### src/rtl/uart_rx.sv
// UART receive path: oversampled start detect, 2-of-3 mid-bit vote,
// LSB-first deserialize, optional parity and stop check.
module uart_rx #(
    parameter int DATA_WIDTH = 8
) (
    input  logic                  CLK,
    input  logic                  RST,
    input  logic                  RX_IN,
    input  logic [5:0]            Prescale,
    input  logic                  PAR_EN,
    input  logic                  PAR_TYP,
    output logic [DATA_WIDTH-1:0] P_DATA,
    output logic                  data_valid,
    output logic                  par_err,
    output logic                  stp_err
);

    localparam int BW = (DATA_WIDTH > 1) ? $clog2(DATA_WIDTH) : 1;

    typedef enum logic [2:0] {
        IDLE, START, DATA, PARITY, STOP
    } state_t;

    state_t state, state_nx;

    logic [5:0]            edge_cnt;
    logic [5:0]            pre_q;
    logic [5:0]            half;
    logic                  par_en_q;
    logic                  par_typ_q;
    logic [BW-1:0]         bit_cnt;
    logic [DATA_WIDTH-1:0] shreg;
    logic                  s0;
    logic                  s1;
    logic                  bit_smp;
    logic                  par_bad;
    logic                  bit_end;
    logic                  last_bit;

    assign half     = {1'b0, pre_q[5:1]};
    assign bit_end  = (edge_cnt == pre_q - 6'd1);
    assign last_bit = (bit_cnt == BW'(DATA_WIDTH - 1));

    always_ff @(posedge CLK) begin
        if (RST) state <= IDLE;
        else     state <= state_nx;
    end

    always_comb begin
        state_nx = state;
        unique case (state)
            IDLE:    if (!RX_IN) state_nx = START;
            START:   if (bit_end) state_nx = bit_smp ? IDLE : DATA;
            DATA:    if (bit_end && last_bit)
                         state_nx = par_en_q ? PARITY : STOP;
            PARITY:  if (bit_end) state_nx = STOP;
            STOP:    if (bit_end) state_nx = IDLE;
            default: state_nx = IDLE;
        endcase
    end

    always_ff @(posedge CLK) begin
        if (RST) begin
            edge_cnt   <= '0;
            pre_q      <= '0;
            par_en_q   <= 1'b0;
            par_typ_q  <= 1'b0;
            bit_cnt    <= '0;
            shreg      <= '0;
            s0         <= 1'b0;
            s1         <= 1'b0;
            bit_smp    <= 1'b0;
            par_bad    <= 1'b0;
            P_DATA     <= '0;
            data_valid <= 1'b0;
            par_err    <= 1'b0;
            stp_err    <= 1'b0;
        end else begin
            data_valid <= 1'b0;
            par_err    <= 1'b0;
            stp_err    <= 1'b0;
            if (state == IDLE) begin
                edge_cnt <= '0;
                bit_cnt  <= '0;
                // detection cycle is edge 0, so the next cycle is edge 1
                if (!RX_IN) begin
                    edge_cnt  <= 6'd1;
                    pre_q     <= Prescale;
                    par_en_q  <= PAR_EN;
                    par_typ_q <= PAR_TYP;
                    par_bad   <= 1'b0;
                end
            end else begin
                edge_cnt <= bit_end ? 6'd0 : edge_cnt + 6'd1;
                if (edge_cnt == half - 6'd1) s0 <= RX_IN;
                if (edge_cnt == half)        s1 <= RX_IN;
                if (edge_cnt == half + 6'd1)
                    bit_smp <= (s0 & s1) | (s0 & RX_IN) | (s1 & RX_IN);
                if (bit_end) begin
                    case (state)
                        DATA: begin
                            shreg   <= {bit_smp, shreg[DATA_WIDTH-1:1]};
                            bit_cnt <= bit_cnt + 1'b1;
                        end
                        PARITY: par_bad <= bit_smp ^ (^shreg) ^ par_typ_q;
                        STOP: begin
                            if (!par_bad && bit_smp) begin
                                data_valid <= 1'b1;
                                P_DATA     <= shreg;
                            end else begin
                                par_err <= par_bad;
                                stp_err <= !bit_smp;
                            end
                        end
                        default: ;
                    endcase
                end
            end
        end
    end

endmodule

### config.mk
export PLATFORM = sky130hd
export DESIGN_NAME = uart_rx
export DESIGN_NICKNAME = d
export VERILOG_FILES = /design/src/rtl/uart_rx.sv
export SDC_FILE = /design/constraint.sdc
export NUM_CORES = 1
export LEC_CHECK = 0
export CAP_MARGIN = 20
export CORE_MARGIN = 1
export CORE_UTILIZATION = 57
export CTS_CLUSTER_SIZE = 25
export DETAILED_ROUTE_END_ITERATION = 7
export PLACE_DENSITY = 0.76
export SYNTH_ARGS = -nofsm -noshare
export SYNTH_HDL_FRONTEND = slang
export SYNTH_SLANG_ARGS = --single-unit
### constraint.sdc
create_clock -name CLK -period 2.31 [get_ports CLK]
set_input_delay 0.3465 -clock CLK [delete_from_list [all_inputs] [get_ports CLK]]
set_output_delay 0.3465 -clock CLK [all_outputs]
set_load 0.02 [all_outputs]
Yosys cells after proc, flatten, opt, wreduce, memory -nomap -nowiden
Cells that the tools add are included.
{"block": "totals", "reg_bits": 43, "out_inout_bits": 11}
{"block": "classes", "addsub": 5, "n_eq_ne": 14, "mux": 16, "n_bitwise": 11, "n_reduce_logical": 20}
{"operator": "$eq A6 B6 Y1", "count": 3}
{"operator": "$mux W3", "count": 6}
{"operator": "$pmux W3 S5", "count": 1}
{"operator": "$mux W6", "count": 2}
{"operator": "$ne A2 B2 Y1 const B", "count": 5}
{"operator": "$reduce_and A2 Y1", "count": 5}
{"operator": "$reduce_xor A8 Y1", "count": 1}
{"operator": "$add A5 B1 Y6 const B", "count": 1}
{"operator": "$add A6 B1 Y6 const B", "count": 1}
{"operator": "$eq A3 B2 Y1 const B", "count": 2}
{"operator": "$eq A3 B3 Y1 const B", "count": 2}
{"operator": "$eq A6 B5 Y1", "count": 1}
{"operator": "$mux W1", "count": 6}
{"operator": "$reduce_and A3 Y1", "count": 2}
{"operator": "$sub A5 B1 Y6 const B", "count": 1}
{"operator": "$sub A6 B1 Y6 const B", "count": 1}
{"operator": "$reduce_and A5 Y1", "count": 1}
{"operator": "$reduce_or A5 Y1", "count": 1}
{"operator": "$not A1 Y1", "count": 4}
{"operator": "$reduce_and A4 Y1", "count": 1}
{"operator": "$reduce_bool A2 Y1", "count": 2}
{"operator": "$reduce_or A4 Y1", "count": 1}
{"operator": "$add A3 B1 Y3 const B", "count": 1}
{"operator": "$and A1 B1 Y1", "count": 3}
{"operator": "other kinds (8)", "count": 12}

Depth between registers and ports, before layout
{"block": "depth", "word_depth": 6, "ltp_mapped": 9, "depth_no_buf": 7}

Worst setup path after synthesis
Ideal clock, no wire load.
{"block": "synth_path", "path_type": "register -> register", "startpoint": "register pre_q[2]", "endpoint": "register P_DATA[1]", "setup_time_ns": 0.119, "arrival_time_ns": 1.984, "t_required_ns": 2.191, "path_slack_ns": 0.207, "stages_incl_launch_ff": 10, "path_buffers": 2, "synth_period_minus_slack_ns": 2.103, "cell_sequence": "dfxtp_1 > buf_2 > inv_1 > ha_1 > nor3b_2 > a21oi_1 > o211ai_4 > or3_1 > buf_2 > mux2i_1"}
{"block": "synth_via", "elab_chain_len": 3}
{"element": "start, declared", "line_no": "27", "source": "logic [5:0] pre_q;"}
{"element": "start signal, assigned", "line_no": "88", "source": "pre_q <= Prescale;"}
{"element": "$sub A6 B1 Y6", "line_no": "41", "source": "assign bit_end = (edge_cnt == pre_q - 6'd1);"}
{"element": "$eq A6 B6 Y1", "line_no": "41"}
{"element": "$reduce_and A4 Y1 (no line)"}
{"element": "end signal, assigned", "line_no": "109", "source": "P_DATA <= shreg;"}
{"element": "end, declared", "line_no": "12", "source": "output logic [DATA_WIDTH-1:0] P_DATA,"}
No other way between the ends.
A chain may end at the register's enable or synchronous reset.

Worst setup path after layout
{"block": "layout_path", "startpoint": "register edge_cnt[4]", "endpoint": "register s0"}
{"block": "layout_via", "elab_chain_len": 2}
{"element": "start, declared", "line_no": "26", "source": "logic [5:0] edge_cnt;"}
{"element": "start signal, assigned", "line_no": "94", "source": "edge_cnt <= bit_end ? 6'd0 : edge_cnt + 6'd1;"}
{"element": "$eq A6 B6 Y1", "line_no": "95", "source": "if (edge_cnt == half - 6'd1) s0 <= RX_IN;"}
{"element": "$reduce_and A2 Y1 (no line)"}
{"element": "end signal, assigned", "line_no": "70", "source": "s0 <= 1'b0;"}
{"element": "end signal, assigned", "line_no": "95"}
{"element": "end, declared", "line_no": "33", "source": "logic s0;"}
No other way between the ends.

==> flow_summary.ini <==
[outcome]
status = finished, final reports clean

[setup_path]
slowest_stage = a2111oi_1
path_class = reg -> reg
crit_chain = xor2_1 > nand3_1 > a2111oi_1 > mux2i_1
worstSetupStartpointType = flip-flop
crit_fanout = 6
cp.arrival_ns = 2.38
regToRegSetupSlack_ns = 0.17
cpPeakStageDelay_ns = 0.68
worstSetupEndpointType = flip-flop
worst-path-buf-inv = 0
crit_family = compound AO/OA/AOI/OAI gates
r2r_start = edge_cnt[4]
r2r_end = s0
reg2regPathDepth = 4
worstPathRequired_ns = 2.54

[drt]
route.detailed.drc = 0
final_antenna_net_count = 0
vias = 1869
routedWlPerCell_microns = 14.42
routed_wl_mm = 4.874
drtPass1Iterations = 4
first_iter_violations = 113
avgViaCountPerCell = 5.530

[cells_and_area]
final_nets = 305
final_util = 0.6889
area_growth_pct = 14.39
final_layout_size_suffix_gt1_frac = 0.1111
design_area_sq_mm = 0.002815
layout_commonest_cell = dfxtp_1
final_cell_mix = dfxtp_1 (43), mux2i_1 (32), nor2_1 (24), clkdlybuf4s50_1 (21)
fillers = 330
diodes = 0

[global_route]
grt_max_degree = 33
grt_pass1_vias = 1681
gr-total-overflow = 0
track_usage = 0.2393
grt_pass1_wl_mm = 7.955
grt_antenna_before_repair = 0

[die]
ioPinCount = 22
core_area_sq_mm = 0.004086
die_h_microns = 67.71
start_util = 0.6023
rows = 23
dieArea_sq_mm = 0.004585
die_w_microns = 67.71

[timing]
finalWorstPathRequiredPeriod_ns = 2.142
drv_slew = 0
worst_pin_slew_ns = 0.7016
fin_setup_tns_ns = 0
fmax_mhz = 466.8
max_slew_margin = 0.5287
skew_ns = 0.007224
grt_setup_unrepaired = false
hold_viol = 0
setup_viol = 0
fin_crit_sh = 0.9274

[yosys]
synth_edf_count = 0
ys_seq_area_frac = 0.3498
syn_inst = 265
syn_area_sq_mm = 0.002461
syn_nets = 283
avgSynthCellArea_sq_um = 9.287
synth_warnings = 0
synth-main-ff-cell = dfxtp_1
synth_cell_types = 52
synth-async-reset-ratio = 0
ys_ff_latch = 43

[cts]
htree_levels = 2
cts_setup_buffers = 0
cts_root_buf = clkbuf_8
cts_sinks = 43
post_cts_resized = 0
clkTransAtPathRegs_ns = 0.09
numCtsBuffers = 5
tritoncts = done
clk-insertion-delay-late_ns = 0.30
cts_max_path_buffers = 2
cts_hold_buf = 0

[pwr]
power.total_mw = 1.546
p_comb_frac = 0.188
p_int_mw = 1.102
switching_share = 0.2873
p_clk_frac = 0.306
cellLeakagePower_nw = 1.052
ir_drop_mv = 0.4578
pwr-share-seq = 0.507
p_sw_mw = 0.4442
powerDensity_mw_per_mm2 = 549.2

[worst_hold_path]
hold_path_depth = 2
worstHoldEndpoint = bit_cnt[2]
hold_class = reg -> reg
hp-start = bit_cnt[2]

[place]
placed_cell_area_sq_mm = 0.002729
portBuffers = 21
dpl.hpwl_mm = 3.524
gp_congestion = 0.8695

[flow_run]
drv_cap = 0
-- synth_stat cells, types with 2 or more instances --
cell type	instances	area, sq um
inv_1	7	26.28
mux2i_1	32	320.3
clkbuf_1	4	15.01
and3_1	3	18.77
o21ai_0	5	25.02
nor2_1	24	90.09
o21ai_1	2	10.01
nor2b_1	3	18.77
xnor2_1	20	175.2
nand3_1	10	50.05
and2_1	2	12.51
or3_1	2	12.51
buf_2	9	45.04
nor4_1	2	12.51
nand2_1	11	41.29
nand4_1	2	12.51
nand2b_1	20	125.1
ha_1	7	87.58
nor2_2	2	12.51
xor2_1	7	61.31
nor3_1	10	50.05
buf_6	2	22.52
a2111oi_1	2	20.02
a21oi_1	7	35.03
dfxtp_1	43	860.8
-- flip-flops by register name (all words and copies together), names as in the netlist, 3 cells and up --
signal / flops
P_DATA: 8
shreg: 8
edge_cnt: 6
pre_q: 6
bit_cnt: 3
state: 3
-- cell families (layout without fill, tap and decap cells) --
logic type	Yosys count	in the layout	share of synthesized area
AO/OA/AOI/OAI	31	31	0.1037
XOR/XNOR	30	30	0.1185
adder cells (fa/ha/maj)	7	7	0.03559
buffers and inverters	23	46	0.04575
flip-flops	43	43	0.3498
multiplexers	32	32	0.1301
AND/OR/NAND/NOR	99	99	0.2166
-- worst max-delay path by stage --
| stage | end | cells past startpoint | from | slack, ns |
|---|---|---|---|---|
| 2_1_floorplan | P_DATA[1] | 9 | pre_q[2] | 0.21 |
| 3_5_place_dp | shreg[7] | 7 | pre_q[1] | 0.19 |
| 6_report | s0 | 4 | edge_cnt[4] | 0.17 |
| 3_3_place_gp | bit_cnt[0] | 6 | pre_q[0] | 0.25 |
| 4_1_cts | shreg[6] | 7 | pre_q[0] | 0.15 |
| 5_1_grt | state[1] | 7 | pre_q[1] | 0.02 |
-- layout make-up --
cell class                      count  area (sq um)  share of cell area
Inverter                            7         26.28            0.009333
Clock inverter                      2         12.51            0.004444
Multi-Input combinational cell    199          1495              0.5311
Clock buffer                        6         72.57             0.02578
Sequential cell                    43         860.8              0.3058
Timing Repair Buffer               31         285.3              0.1013
Tap cell                           50         62.56             0.02222
-- worst register-to-register path, delay by kind of cell (launching register included) --
kind / cells / cell delay, ns
compound gates: 1 / 0.68
xor+xnor: 1 / 0.52
flops: 1 / 0.45
mux: 1 / 0.24
simple gates: 1 / 0.20
-- power by group through the flow --
stage / combinational [mW] / sequential, mW / clock (mW)
after CTS: 0.288 / 0.783 / 0.481
after detailed placement: 0.285 / 0.801 / 0
after floorplan: 0.222 / 0.791 / 0
final: 0.290 / 0.784 / 0.472
after global placement: 0.283 / 0.800 / 0
after global routing: 0.320 / 0.786 / 0.512
-- metal layers --
| layer | share of wire | up-vias | global-route usage |
|---|---|---|---|
| met2 | 0.44 | 39 | 0.3614 |
| li1 | - | 958 | - |
| met5 | 0 | - | 0 |
| met4 | 0.010 | 0 | 0.05851 |
| met1 | 0.50 | 867 | 0.3375 |
| met3 | 0.049 | 5 | 0.05912 |
-- per-stage QoR --
stage          instances  setup slack (ns)  hold WS, ns
6_report             338            0.1677       0.4726
5_1_grt              338           0.02351       0.4929
4_1_cts              338            0.1512       0.4766
3_5_place_dp         330            0.1909       0.4645
3_3_place_gp         330            0.2465       0.4499
2_1_floorplan        265            0.2070       0.4385
Note: power is estimated with default switching activity, not from simulation.
